### src/rtl/pipe_ctrl_pkg.sv
`default_nettype none
// ============================================================================
// Module      : pipe_ctrl_pkg
// Description : Shared constants for the pipeline control unit. Holds the
//               stall-bit polarity, exception codes, redirect vectors and
//               the control FSM state encoding.
// Revision    : 1.0 - initial release
// ============================================================================
package pipe_ctrl_pkg;

  // Polarity of a single stall bit.
  localparam logic Stop   = 1'b1;
  localparam logic NoStop = 1'b0;

  // Exception codes delivered by MEM.
  localparam logic [31:0] C_EXC_NONE      = 32'h0000_0000;
  localparam logic [31:0] C_EXC_INTERRUPT = 32'h0000_0001;
  localparam logic [31:0] C_EXC_ERET      = 32'h0000_000e;

  // Redirect vectors.
  localparam logic [31:0] C_INT_VECTOR = 32'h0000_0020;
  localparam logic [31:0] C_EXC_VECTOR = 32'h0000_0040;

  // Stall vectors; bit0 PC ... bit5 WB.
  localparam logic [5:0] C_STALL_NONE = {6{NoStop}};
  localparam logic [5:0] C_STALL_ALL  = {6{Stop}};
  localparam logic [5:0] C_STALL_ID   = {{3{NoStop}}, {3{Stop}}};
  localparam logic [5:0] C_STALL_EX   = {{2{NoStop}}, {4{Stop}}};
  localparam logic [5:0] C_STALL_MEM  = {NoStop, {5{Stop}}};

  // Control FSM encoding.
  typedef enum logic [1:0] {
    CTRL_IDLE   = 2'd0,
    CTRL_FREEZE = 2'd1,
    CTRL_FLUSH  = 2'd2
  } ctrl_state_t;

  // Redirect target for a given exception code. A zero code means the
  // trigger was a bus timeout, which shares the general exception vector.
  function automatic logic [31:0] redirect_target(input logic [31:0] excepttype,
                                                  input logic [31:0] epc);
    logic [31:0] target;
    target = C_EXC_VECTOR;
    if (excepttype == C_EXC_INTERRUPT) begin
      target = C_INT_VECTOR;
    end else if (excepttype == C_EXC_ERET) begin
      target = epc;
    end
    return target;
  endfunction

endpackage
`default_nettype wire

### src/rtl/pipe_ctrl_sat_counter.sv
`default_nettype none
// ============================================================================
// Module      : sat_counter
// Description : Up-counter that sticks at all-ones instead of wrapping.
// Ports       : clk   - clock, rising edge
//               rst   - asynchronous reset, active low
//               inc   - count enable for this cycle
//               count - current value
// Revision    : 1.0 - initial release
// ============================================================================
module sat_counter #(
  parameter int WIDTH = 16
) (
  input  logic             clk,
  input  logic             rst,
  input  logic             inc,
  output logic [WIDTH-1:0] count
);

  logic [WIDTH-1:0] r_count;

  always_ff @(posedge clk or negedge rst) begin
    if (!rst) begin
      r_count <= '0;
    end else if (inc && !(&r_count)) begin
      r_count <= r_count + WIDTH'(1);
    end
  end

  assign count = r_count;

endmodule
`default_nettype wire

### src/rtl/pipe_ctrl.sv
`default_nettype none
// ============================================================================
// Module      : pipe_ctrl
// Description : Pipeline control for the five-stage core. Merges stall
//               requests into a per-stage stall vector, sequences exception
//               flushes (IDLE -> FREEZE -> FLUSH -> IDLE), converts a hung
//               MEM access into an exception via a watchdog, and keeps
//               saturating stall/flush activity counters.
// Ports       : clk, rst (async, active low)
//               stallreq_id/ex/mem - hold requests from ID, EX, MEM
//               excepttype_i       - exception code from MEM (0 = none)
//               cp0_epc_i          - EPC used as eret target
//               stall_o            - per-stage stall, bit0 PC .. bit5 WB
//               flush_o            - registered flush pulse
//               new_pc_o           - redirect target, valid with flush_o
//               bus_timeout_o      - combinational watchdog expiry pulse
//               stall_cycles_o     - saturating stalled-cycle count
//               flush_count_o      - saturating flush count
// Revision    : 1.0 - initial release
// ============================================================================
module pipe_ctrl
  import pipe_ctrl_pkg::*;
#(
  parameter int WDOG_LIMIT = 255,
  parameter int WDOG_W     = 8,
  parameter int CNT_W      = 16
) (
  input  logic             clk,
  input  logic             rst,
  input  logic             stallreq_id,
  input  logic             stallreq_ex,
  input  logic             stallreq_mem,
  input  logic [31:0]      excepttype_i,
  input  logic [31:0]      cp0_epc_i,
  output logic [5:0]       stall_o,
  output logic             flush_o,
  output logic [31:0]      new_pc_o,
  output logic             bus_timeout_o,
  output logic [CNT_W-1:0] stall_cycles_o,
  output logic [CNT_W-1:0] flush_count_o
);

  localparam logic [WDOG_W-1:0] C_WDOG_LAST = WDOG_W'(WDOG_LIMIT - 1);

  ctrl_state_t       r_state;
  ctrl_state_t       w_next_state;
  logic [WDOG_W-1:0] r_wdog;
  logic [WDOG_W-1:0] w_wdog_next;
  logic              w_wdog_expire;
  logic              w_exc;
  logic              w_trigger;
  logic [31:0]       r_target;
  logic              r_flush;
  logic [31:0]       r_new_pc;
  logic [5:0]        w_stall;

  assign w_exc = (excepttype_i != C_EXC_NONE);

  // Watchdog only runs in IDLE; expiry is decided on the cycle the counter
  // already sits at the last value and MEM is still waiting.
  assign w_wdog_expire = (r_state == CTRL_IDLE) && stallreq_mem && (r_wdog == C_WDOG_LAST);
  assign w_trigger     = w_exc || w_wdog_expire;

  always_comb begin
    w_wdog_next = '0;
    if ((r_state == CTRL_IDLE) && stallreq_mem && !w_wdog_expire) begin
      w_wdog_next = r_wdog + WDOG_W'(1);
    end
  end

  // Next state and stall vector.
  always_comb begin
    w_next_state = r_state;
    w_stall      = C_STALL_NONE;
    case (r_state)
      CTRL_IDLE: begin
        if (stallreq_mem) begin
          w_stall = C_STALL_MEM;
        end else if (stallreq_ex) begin
          w_stall = C_STALL_EX;
        end else if (stallreq_id) begin
          w_stall = C_STALL_ID;
        end
        if (w_trigger) begin
          w_next_state = CTRL_FREEZE;
        end
      end
      CTRL_FREEZE: begin
        w_stall      = C_STALL_ALL;
        w_next_state = CTRL_FLUSH;
      end
      CTRL_FLUSH: begin
        w_stall      = C_STALL_NONE;
        w_next_state = CTRL_IDLE;
      end
      default: begin
        w_stall      = C_STALL_NONE;
        w_next_state = CTRL_IDLE;
      end
    endcase
  end

  always_ff @(posedge clk or negedge rst) begin
    if (!rst) begin
      r_state <= CTRL_IDLE;
      r_wdog  <= '0;
    end else begin
      r_state <= w_next_state;
      r_wdog  <= w_wdog_next;
    end
  end

  // Target is captured on IDLE->FREEZE; it moves to the output register on
  // FREEZE->FLUSH so new_pc_o changes together with flush_o and then holds.
  always_ff @(posedge clk or negedge rst) begin
    if (!rst) begin
      r_target <= '0;
      r_flush  <= 1'b0;
      r_new_pc <= '0;
    end else begin
      r_flush <= (r_state == CTRL_FREEZE);
      if ((r_state == CTRL_IDLE) && w_trigger) begin
        r_target <= redirect_target(excepttype_i, cp0_epc_i);
      end
      if (r_state == CTRL_FREEZE) begin
        r_new_pc <= r_target;
      end
    end
  end

  sat_counter #(
    .WIDTH (CNT_W)
  ) u_stall_cnt (
    .clk   (clk),
    .rst   (rst),
    .inc   (w_stall != C_STALL_NONE),
    .count (stall_cycles_o)
  );

  // Leaving FREEZE is exactly the entry into FLUSH.
  sat_counter #(
    .WIDTH (CNT_W)
  ) u_flush_cnt (
    .clk   (clk),
    .rst   (rst),
    .inc   (r_state == CTRL_FREEZE),
    .count (flush_count_o)
  );

  assign stall_o       = w_stall;
  assign flush_o       = r_flush;
  assign new_pc_o      = r_new_pc;
  assign bus_timeout_o = w_wdog_expire;

endmodule
`default_nettype wire

### config.mk
export PLATFORM = sky130hd
export DESIGN_NAME = pipe_ctrl
export DESIGN_NICKNAME = d
export VERILOG_FILES = /design/src/rtl/pipe_ctrl_pkg.sv /design/src/rtl/pipe_ctrl_sat_counter.sv /design/src/rtl/pipe_ctrl.sv
export SDC_FILE = /design/constraint.sdc
export NUM_CORES = 1
export LEC_CHECK = 0
export BUFFER_PORTS_ARGS = -buffer_cell sky130_fd_sc_hd__clkbuf_2
export CORE_MARGIN = 5
export CORE_UTILIZATION = 55
export DETAILED_ROUTE_END_ITERATION = 6
export MAX_ROUTING_LAYER = met4
export PLACE_DENSITY = 0.95
export SYNTH_ARGS = -nofsm -noshare
export SYNTH_HDL_FRONTEND = slang
export SYNTH_SLANG_ARGS = --single-unit
export TNS_END_PERCENT = 10
### constraint.sdc
create_clock -name clk -period 4.86 [get_ports clk]
set_input_delay 0.486 -clock clk [delete_from_list [all_inputs] [get_ports clk]]
set_output_delay 0.486 -clock clk [all_outputs]
set_load 0.005 [all_outputs]
[After elaboration in Yosys (flattened, before gate mapping)]
Cells that the tools add are included.
Word-level totals
  register bits: 107
  output and inout bits: 72
  word-level logic and storage cells: 39
Cells by class
  $add $sub $neg: 3
  equality and inequality tests: 5
  mux-type cells: 9
  reductions and logical operators: 15
Operators by type and width (count)
  32-bit 2-to-1 mux: 2
  16-bit by 1-bit adder with 16-bit output, second input constant: 2
  32-bit by 1-bit == test with 1-bit output, second input constant: 1
  32-bit by 4-bit == test with 1-bit output, second input constant: 1
  16-bit AND reduction: 2
  32-bit nonzero test: 1
  6-bit case mux with 2 select lines: 1
  8-bit by 1-bit adder with 8-bit output, second input constant: 1
  8-bit == test, second input constant: 1
  8-bit 2-to-1 mux: 1
  1-bit logical AND: 6
  6-bit nonzero test: 1
  5-bit 2-to-1 mux: 1
  4-bit 2-to-1 mux: 1
  2-bit case mux with 2 select lines: 1
  1-bit zero test: 3
  3-bit 2-to-1 mux: 1
  2-bit by 1-bit == test with 1-bit output, second input constant: 1
  2-bit zero test: 1
  2-bit 2-to-1 mux: 1
  2-bit != test, second input constant: 1
  1-bit logical OR: 1

[Depth between registers and ports, before layout]
Gate-level depths: netlist of the first run.
  word-level depth: 6
  mapped depth: 9
  mapped depth without buffers: 7

[Hierarchy]
A second synthesis of the first run with hierarchy kept.
Second synthesis, totals
  cell total of the unflattened synthesis: 425
  area total of the unflattened synthesis: 4767.1 um^2
Modules (own cells, without submodules)
  pipe_ctrl: times used 1, cells an instance 275, area an instance 3085.5 um^2
  sat_counter: times used 2, cells an instance 75, area an instance 840.8 um^2

[Worst setup path before layout of the first run]
Ideal clock, no wire load.
  path type: register to register
  from: reg r_wdog[0]
  to: reg r_target[13]
  library setup time: 0.123 ns
  arrival: 1.735 ns
  required time: 4.737 ns
  path slack: 3.001 ns
  stages on the path, launching flop included: 9
  buffers on the path: 2
  period minus slack after synthesis: 1.859 ns
  path through: dfrtp_1 > inv_1 > ha_1 > and3_1 > and4_4 > o41ai_2 > buf_4 > buf_2 > o21ai_1
Between the ends
  cells in the longest elaborated chain, start to end: 4
Ends and longest elaborated chain
  from (decl): RTL line pipe_ctrl.sv:47  | logic [WDOG_W-1:0] r_wdog;
  from (signal assigned): RTL line pipe_ctrl.sv:109  | r_wdog <= w_wdog_next;
  8-bit == test: RTL line pipe_ctrl.sv:61  | assign w_wdog_expire = (r_state == CTRL_IDLE) && stallreq_mem && (r_wdog == C_WDOG_LAST);
  1-bit logical AND: RTL line pipe_ctrl.sv:61
  via bus_timeout_o: RTL line pipe_ctrl.sv:38  | output logic bus_timeout_o,
  1-bit logical OR: RTL line pipe_ctrl.sv:62  | assign w_trigger = w_exc || w_wdog_expire;
  1-bit logical AND: RTL line pipe_ctrl.sv:122  | if ((r_state == CTRL_IDLE) && w_trigger) begin
  to (signal assigned): RTL line pipe_ctrl.sv:123  | r_target <= redirect_target(excepttype_i, cp0_epc_i);
  to (decl): RTL line pipe_ctrl.sv:52  | logic [31:0] r_target;
The timed path passes the listed nets, and every way through them passes these cells.
A chain may end at the register's enable or synchronous reset.

[Worst setup path in the final report of the first run]
  from: reg r_state[1]
  to: out stall_o[5]
Between the ends
  cells in the longest elaborated chain, start to end: 2
Ends and longest elaborated chain
  from (decl): RTL line pipe_ctrl.sv:45  | ctrl_state_t r_state;
  from (signal assigned): RTL line pipe_ctrl.sv:108  | r_state <= w_next_state;
  2-bit by 1-bit == test with 1-bit output / 2-bit zero test (equally long branches): RTL line pipe_ctrl.sv:75  | case (r_state)
  6-bit case mux with 2 select lines *: RTL line pipe_ctrl.sv:75
  to (decl): RTL line pipe_ctrl.sv:35  | output logic [5:0] stall_o,
Mark *: on every way between the ends. The rest lies on a longest branch, timed or not.

==> results.toml, run 1 <==
[logic_synthesis]
yosysUniqueCellTypes = 38
syn_inst = 467
yosysWarningCount = 0
avgSynthCellArea_um2 = 9.75
ys_seq_area_frac = 0.588
syn_nets = 540
ys_ff_latch = 107
syn_area_um2 = 4550

[timing]
slew_headroom = 0.211
hold_viol_final = 0
grt_setup_unrepaired = "no"
fmax_mhz = 401
period_share = 0.514
tns_ns = 0
drv_slew = 0
finalWorstSetupSlack_ns = 2.36
max_slew.worst_pin.slew_ns = 1.18
setup_viol = 0
fin_skew_ns = 0.00967
period_minus_slack_ns = 2.50

[min_path]
hp-class = "primary input to asynchronous set/reset pin"

[clocking]
cts_resized = 0
cts_tree = "yes"
postCtsSetupBuffers = 0
ctsHoldBuffers = 0
clk_pin_slew_ns = 0.10
cts_max_path_buffers = 2
clock-root-buffer = "clkbuf_8"
ctsHtreeMaxLevel = 3
cts_buffers = 9
clock_latency_ns = 0.36
cts_sinks = 107

[finish]
area_delta_synth_final_pct = 20.6
layout_commonest_cell = "nand2_1"
nets = 672
layout-drive-gt1-share = 0.280
antennaDiodeCount = 0
layout_common_cells = "165 x nand2_1, 139 x clkbuf_2, 107 x dfrtp_1, 30 x o21ai_1, 22 x xnor2_1"

[worst_setup_path]
cpPeakStageDelay_ns = 0.48
crit_arrival_ns = 2.01
worstSetupStartpointType = "register"
critical_path.cell_chain = "nand2b_1, buf_4, inv_2, clkbuf_2"
path_class = "register to output port"
critPathBufInv = 3
critPathMaxFanout = 37
cp_slowest_cell = "dfrtp_1"
worstPathRequired_ns = 4.37
worst_setup_path_end_kind = "output port"
critPathTopFamily = "buffers and inverters"

[floorplanning]
die_y_um = 101
die_w_um = 101
io_pins = 141
core_area_um2 = 8130
start_util = 0.560
die_area_um2 = 10200
rows = 33

[global_routing]
antenna_found_initial = 0
grt_max_degree = 66
grt_pass1_wl_um = 17600
grt_pass1_vias = 3807
grt_use_total = 0.223
gr-total-overflow = 0

[drt]
vias = 3683
first_pass_iters = 4
drtIter0Drc = 91
route.detailed.drc = 0
viasPerCell = 5.19
drt-wirelength-per-cell_um = 14.5
drt_wl_total_um = 10300
ant_nets = 0

[pwr]
p_per_area_nw_per_um2 = 295
p_leak_nw = 2.85
ir_worst_vdd_mv = 0.170

[outcome]
status = "finished clean"

[flow_run]
cap_violations = 0

[placed_design]
dp_slack_ns = 2.08
port_buffers = 140
hpwl_um = 7570
routabilityCongestion = 0.820
Yosys cell counts:
cell type  instances  share of area
nor4_1             9          0.012
nor2_1            20          0.016
clkbuf_1           9         0.0074
xnor2_1           22          0.042
a21o_1             1         0.0016
nand2b_1           1         0.0014
a211oi_2           1         0.0027
o21ai_0            1         0.0011
o211ai_1           1         0.0016
and3b_1            1         0.0019
buf_4              7          0.012
and4_1             5         0.0096
a221oi_1           2         0.0038
nand3_1           19          0.021
buf_6              1         0.0025
dfrtp_1          107           0.59
and4_4             1         0.0025
and3_1             9          0.012
inv_2              2         0.0016
nand2_1          165           0.14
nor4bb_1           1         0.0022
nor3_1             6         0.0066
mux2_2             2         0.0049
o21ai_1           30          0.033
nand3b_1           1         0.0016
and2_1             1         0.0014
nor4_2             1         0.0027
ha_1               4          0.011
nand4_1            9          0.012
nand4b_1           1         0.0019
nor3_2             1         0.0022
a21oi_1            1         0.0011
inv_1              4         0.0033
a21oi_2            1         0.0019
o41ai_2            1         0.0036
buf_1              1        0.00082
buf_2              4         0.0044
xor2_1            14          0.027
metal layers:
metal | track usage | vias to the layer above | share of wire
met3 | 0.0540 | 19 | 0.061
met4 | 0.0706 | 0 | 0.019
met2 | 0.362 | 124 | 0.52
met5 | - | - | 0
li1 | - | 1796 | -
met1 | 0.278 | 1744 | 0.40
worst paths after layout:
| kind | start | endpoint | slack (ns) | cells past startpoint |
|---|---|---|---|---|
| setup reg to reg | r_wdog[0]$_DFF_PN0_ | r_target[6]$_DFFE_PN0P_ | 2.49 | 8 |
| max in group asynchronous | rst | r_wdog[7]$_DFF_PN0_ | 3.62 | 2 |
| min in group clk | cp0_epc_i[16] | r_target[16]$_DFFE_PN0P_ | 0.32 | 3 |
| hold / removal | rst | u_stall_cnt.count[11]$_DFFE_PN0P_ | 0.18 | 1 |
| setup / recovery | r_state[1]$_DFFE_PN0P_ | stall_o[5] | 2.36 | 4 |
| hold reg to reg | r_target[27]$_DFFE_PN0P_ | new_pc_o[27]$_DFFE_PN0P_ | 0.47 | 2 |
flip-flops by register name (all words and copies together), names as in the netlist:
register	cells
flush_o	1
new_pc_o	32
r_state	2
r_target	32
r_wdog	8
u_flush_cnt.count	16
u_stall_cnt.count	16
where the power goes:
group	internal [mW]	total (mW)	leakage [nW]	switching (mW)
Combinational	0.0752	0.148	1.30	0.0732
Clock	0.206	0.507	0.0908	0.301
Sequential	0.922	0.963	1.46	0.0419
Total	1.20	1.62	2.85	0.417
metrics by stage:
stage | hold slack [ns] | util | power [mW] | std cells | cell area, µm²
global route | 0.227 | 0.675 | 1.70 | 709 | 5490
detailed placement | 0.454 | 0.652 | 1.13 | 693 | 5310
floorplan | 0.190 | - | 1.03 | 467 | 4550
global placement | 0.447 | 0.652 | 1.12 | 693 | 5310
CTS | 0.195 | 0.675 | 1.64 | 709 | 5490
finish | 0.182 | 0.675 | 1.62 | 709 | 5490
layout make-up:
cell class	instances	area (µm²)
Fill cell	635	2640
Inverter	6	22.5
Tap cell	105	131
Clock buffer	10	138
Sequential cell	107	2680
Clock inverter	6	48.8
Multi-Input combinational cell	332	1750
Timing Repair Buffer	143	726
logic make-up after synthesis:
family,after synthesis,synth area share
AOI/OAI and AO/OA,39,0.0506
xor gates and xnor gates,36,0.0692
adders and majority gates,4,0.0110
buffers and inverters,28,0.0316
DFF,107,0.588
muxes,2,0.00495
and+or+nand+nor,251,0.245
Power figures use the tool's default switching activity.
==> run 2: changes to the inputs <==
- ABC_AREA: unset -> 1
- CORE_UTILIZATION: 55 -> 52
- PLACE_DENSITY: 0.95 -> 0.91
- clock period: 4.86 -> 2.4 ns (I/O delays scaled with it)
==> run 2 against run 1 <==
  * Sequential power is 100% higher
  * Critical path type unchanged
  * Sequential share of layout area fell by 3.9 points
  * Highest routed layer unchanged
  * Largest power group unchanged
  * Largest cell class unchanged
  * Flip-flop and latch count unchanged
==> results.toml, run 2 <==
[outcome]
status = "finished clean"

[worst_setup_path]
critPathTopFamily = "buffers and inverters"
worst_setup_path_end_kind = "output port"
cp_slowest_cell = "dfrtp_1"
crit_arrival_ns = 1.72
worstPathRequired_ns = 2.16
critical_path.cell_chain = "inv_2, nor2_4, inv_2, o21ai_4, clkbuf_2"
worstSetupStartpointType = "register"
critPathMaxFanout = 33
critPathBufInv = 3
cpMostUsedCell = "inv_2"
path_class = "register to output port"
cpPeakStageDelay_ns = 0.44

[global_routing]
grt_pass1_vias = 4334
grt_use_total = 0.214
grt_max_degree = 65
grt_pass1_wl_um = 19500
antenna_found_initial = 0
gr-total-overflow = 0

[finish]
layout_commonest_cell = "nand2_1"
antennaDiodeCount = 0
area_delta_synth_final_pct = 19.8
post-route-util = 0.643
layout-drive-gt1-share = 0.246
final_cell_count_no_fill = 869
nets = 808
layout_common_cells = "262 x nand2_1, 139 x clkbuf_2, 107 x dfrtp_1, 57 x nor2_1, 35 x o21ai_1"

[floorplanning]
core_area_um2 = 9280
die_area_um2 = 11600
rows = 35
io_pins = 141
start_util = 0.537
die_y_um = 108
die_w_um = 108

[clocking]
cts_resized = 0
cts_max_path_buffers = 2
ctsHoldBuffers = 1
cts_sinks = 107
cts_tree = "yes"
clk_pin_slew_ns = 0.10
clock_latency_ns = 0.36
cts_buffers = 9
clock-root-buffer = "clkbuf_8"
ctsHtreeMaxLevel = 3
postCtsSetupBuffers = 0

[timing]
max_slew.worst_pin.slew_ns = 0.622
period_share = 0.818
whs_ns = 0.0949
drv_slew = 0
tns_ns = 0
fin_skew_ns = 0.0162
hold_viol_final = 0
period_minus_slack_ns = 1.96
grt_setup_unrepaired = "no"
slew_headroom = 0.585
setup_viol = 0
fmax_mhz = 510

[pwr]
p_leak_nw = 3.02
ir_worst_vdd_mv = 0.421
p_per_area_nw_per_um2 = 569
total_power_mw = 3.40

[drt]
vias = 4314
ant_nets = 0
drt_wl_total_um = 11600
route.detailed.drc = 0
drt-wirelength-per-cell_um = 13.4
viasPerCell = 4.96
drtIter0Drc = 214
first_pass_iters = 5

[logic_synthesis]
async_flop_share = 1.00
syn_area_um2 = 4980
yosysWarningCount = 0
syn_nets = 674
synth_area_leaders = "dfrtp_1 54%, nand2_1 20%, nor2_1 4.4%"
syn_inst = 601
synth_ff_type = "dfrtp_1"
yosys-top-cells-count = "262 x nand2_1, 107 x dfrtp_1, 58 x nor2_1"
synth_top_area_frac = 0.537
yosysUniqueCellTypes = 31
avgSynthCellArea_um2 = 8.29
synth_top_cell_by_area = "dfrtp_1"
yosysMostFrequentCell = "nand2_1"
synth_edf_count = 0
ys_seq_area_frac = 0.537
ys_ff_latch = 107

[min_path]
hp-class = "primary input to register"

[flow_run]
cap_violations = 0

[placed_design]
dp.cells = 852
hpwl_um = 8540
routabilityCongestion = 0.901
port_buffers = 140
==> run 2: cells by family (layout without fill, tap and decap cells) <==
| logic type | count (synthesis) | count (layout) | share of synthesized area |
|---|---|---|---|
| xor+xnor | 26 | 26 | 0.0457 |
| buf+inv | 46 | 185 | 0.0434 |
| flops | 107 | 107 | 0.537 |
| simple gates | 369 | 369 | 0.311 |
| compound gates | 49 | 49 | 0.0530 |
| fa+ha+maj | 4 | 4 | 0.0100 |
==> run 2: routing by layer <==
layer / routed length, µm / up-vias / global-route usage
met5: 0 / - / -
met4: 174 / 0 / 0.0604
met3: 767 / 23 / 0.0408
met2: 5630 / 172 / 0.346
met1: 5050 / 1969 / 0.277
li1: - / 2150 / -
==> run 2: layout make-up <==
class,count,area [µm²]
clock buffers,10,128
clock inverters,6,68.8
fillers,772,3310
inverters,25,93.8
multi-input cells,448,2090
flip-flops and latches,107,2680
well taps,129,161
repair buffers,144,748
==> run 2: path summary, 6_finish.rpt <==
path | start | to | slack [ns] | cells past startpoint
max | r_state[0]$_DFFE_PN0P_ | stall_o[0] | 0.44 | 5
min | cp0_epc_i[4] | r_target[4]$_DFFE_PN0P_ | 0.09 | 3
max reg2reg | r_wdog[0]$_DFF_PN0_ | r_target[15]$_DFFE_PN0P_ | 0.47 | 11
min reg2reg | new_pc_o[25]$_DFFE_PN0P_ | new_pc_o[25]$_DFFE_PN0P_ | 0.48 | 2
max in group asynchronous | rst | r_wdog[0]$_DFF_PN0_ | 1.25 | 3
min in group asynchronous | rst | r_target[13]$_DFFE_PN0P_ | 0.39 | 2
==> run 2: worst reg2reg max path, stage by stage (launching register included) <==
cell and delay (ns):
dfrtp_1 0.42, inv_1 0.06, ha_1 0.19, nand2_1 0.06, nor2_1 0.04, nand2_1 0.10
nor2_2 0.06, nor2_2 0.13, nand2_2 0.08, nand2_4 0.45, nand2_1 0.17, o21ai_1 0.12
==> run 2: where the power goes <==
group | switching, mW | total, mW | internal [mW] | leakage (nW)
clock | 0.614 | 1.11 | 0.493 | 0.0977
combinational | 0.179 | 0.344 | 0.165 | 1.47
sequential | 0.0874 | 1.95 | 1.86 | 1.45
==> run 2: metrics by stage <==
| step | worst slack (ns) | area [µm²] |
|---|---|---|
| after floorplan | 0.896 | 4980 |
| after global placement | 0.595 | 5760 |
| after detailed placement | 0.480 | 5760 |
| after CTS | 0.388 | 5970 |
| after global routing | 0.265 | 5970 |
| final | 0.438 | 5970 |
==> run 3: changes to the inputs <==
- clock period: 2.4 -> 1.88 ns (I/O delays scaled with it)
==> run 3 against run 2 <==
  * Worst setup slack lost 0.30 ns
  * Final cell count rose by 1.2%
  * Critical endpoint is now stall_o[5]
  * Die area did not move
==> results.toml, run 3 (synthesized netlist as in run 2, its figures left out) <==
[outcome]
status = "finished clean"

[clocking]
clock-root-buffer = "clkbuf_8"
ctsHtreeMaxLevel = 3
cts_max_path_buffers = 2
cts_tree = "yes"
cts_sinks = 107
cts_buffers = 9
clk_pin_slew_ns = 0.12
clock_latency_ns = 0.37

[worst_setup_path]
worstPathRequired_ns = 1.69
path_class = "register to output port"
r2r_cells = 11
worst_setup_path_end_kind = "output port"
worstSetupStartpointType = "register"
crit_arrival_ns = 1.55
r2r-end = "r_target[22]$_DFFE_PN0P_"
crit_path_start = "r_state[1]$_DFFE_PN0P_"
critPathMaxFanout = 17
r2r_setup_slack_ns = 0.17
timing.rr.start = "r_wdog[1]$_DFF_PN0_"

[min_path]
hp-class = "primary input to register"
holdPathEnd = "r_target[18]$_DFFE_PN0P_"
min_path_cells = 3
hold_start = "cp0_epc_i[18]"

[finish]
final_area_um2 = 6110
nFillCells = 807
layout-drive-gt1-share = 0.257
nets = 818
layout_commonest_cell = "nand2_1"
layout_common_cells = "262 x nand2_1, 139 x clkbuf_2, 107 x dfrtp_1, 57 x nor2_1, 35 x o21ai_1"
area_delta_synth_final_pct = 22.5
antennaDiodeCount = 0

[timing]
fmax_mhz = 575
drv_slew = 0
period_minus_slack_ns = 1.74
grt_setup_unrepaired = "no"
tns_ns = 0
max_slew.worst_pin.slew_ns = 0.523
setup_viol = 0
fin_skew_ns = 0.0155
period_share = 0.925
slew_headroom = 0.652
hold_viol_final = 0

[drt]
drt_wl_total_um = 11900
drt-wirelength-per-cell_um = 13.6
ant_nets = 0
route.detailed.drc = 0
vias = 4400
first_pass_iters = 4
viasPerCell = 5.01
drtIter0Drc = 235

[placed_design]
hpwl_um = 9000
dpl_cell_area_um2 = 5830
routabilityCongestion = 0.910
port_buffers = 140

[pwr]
total_power_mw = 4.45
ir_worst_vdd_mv = 0.438
p_leak_nw = 3.11
p_per_area_nw_per_um2 = 728

[global_routing]
grt_pass1_wl_um = 20200
grt_max_degree = 47
gr-total-overflow = 0
antenna_found_initial = 0
grt_use_total = 0.219
grt_pass1_vias = 4469

[floorplanning]
die_y_um = 108
rows = 35
io_pins = 141
die_area_um2 = 11600
start_util = 0.537
die_w_um = 108
core_area_um2 = 9280

[flow_run]
cap_violations = 0
## run 3: how the worst max path moves through the flow
stage / end / slack, ns
floorplan: u_flush_cnt.count[9]$_DFFE_PN0P_ / 0.38
global placement: r_target[14]$_DFFE_PN0P_ / 0.23
detailed placement: r_target[10]$_DFFE_PN0P_ / 0.12
CTS: stall_o[2] / 0.04
global route: r_target[10]$_DFFE_PN0P_ / 0.001
finish: stall_o[5] / 0.14
## run 3: critical path: stages (launching register included)
cell      delay [ns]
dfrtp_1         0.48
nor2_4          0.28
buf_4           0.28
clkbuf_2        0.15
## run 3: final cells by class
cell class              count  area, µm²  share of cell area
well taps                 129        161              0.0264
clock inverters             7       92.6              0.0152
flip-flops and latches    107       2680               0.438
clock buffers               9        124              0.0203
inverters                  25       93.8              0.0154
repair buffers            154        848               0.139
multi-input cells         448       2110               0.345
## run 3: power breakdown
part | internal (mW) | switching (mW)
registers | 2.38 | 0.109
clock network | 0.661 | 0.847
logic | 0.223 | 0.233
total | 3.26 | 1.19
## run 3: timing repair
action,in CTS,in global routing
setup buffers,0,3
resized for setup,0,2
hold buffers,1,0
endpoints found under the hold margin,38,0
setup endpoints to repair,0,30
## run 3: metal layers
metal  vias to the layer above  global-route usage  routed length, µm
li1                       2170                   -                  -
met3                        12              0.0342                787
met1                      2068               0.279               5070
met4                         0              0.0775                137
met5                         -                   -                  0
met2                       150               0.357               5950
## run 3: stage by stage
step | util | hold slack (ns) | std cells | setup slack [ns]
after global routing | 0.658 | 0.0118 | 879 | 0.00110
after CTS | 0.652 | 0.0188 | 876 | 0.0414
after detailed placement | 0.628 | 0.203 | 859 | 0.122
final | 0.658 | 0.0374 | 879 | 0.140
after global placement | 0.628 | 0.194 | 859 | 0.229
after floorplan | - | -0.108 | 601 | 0.376
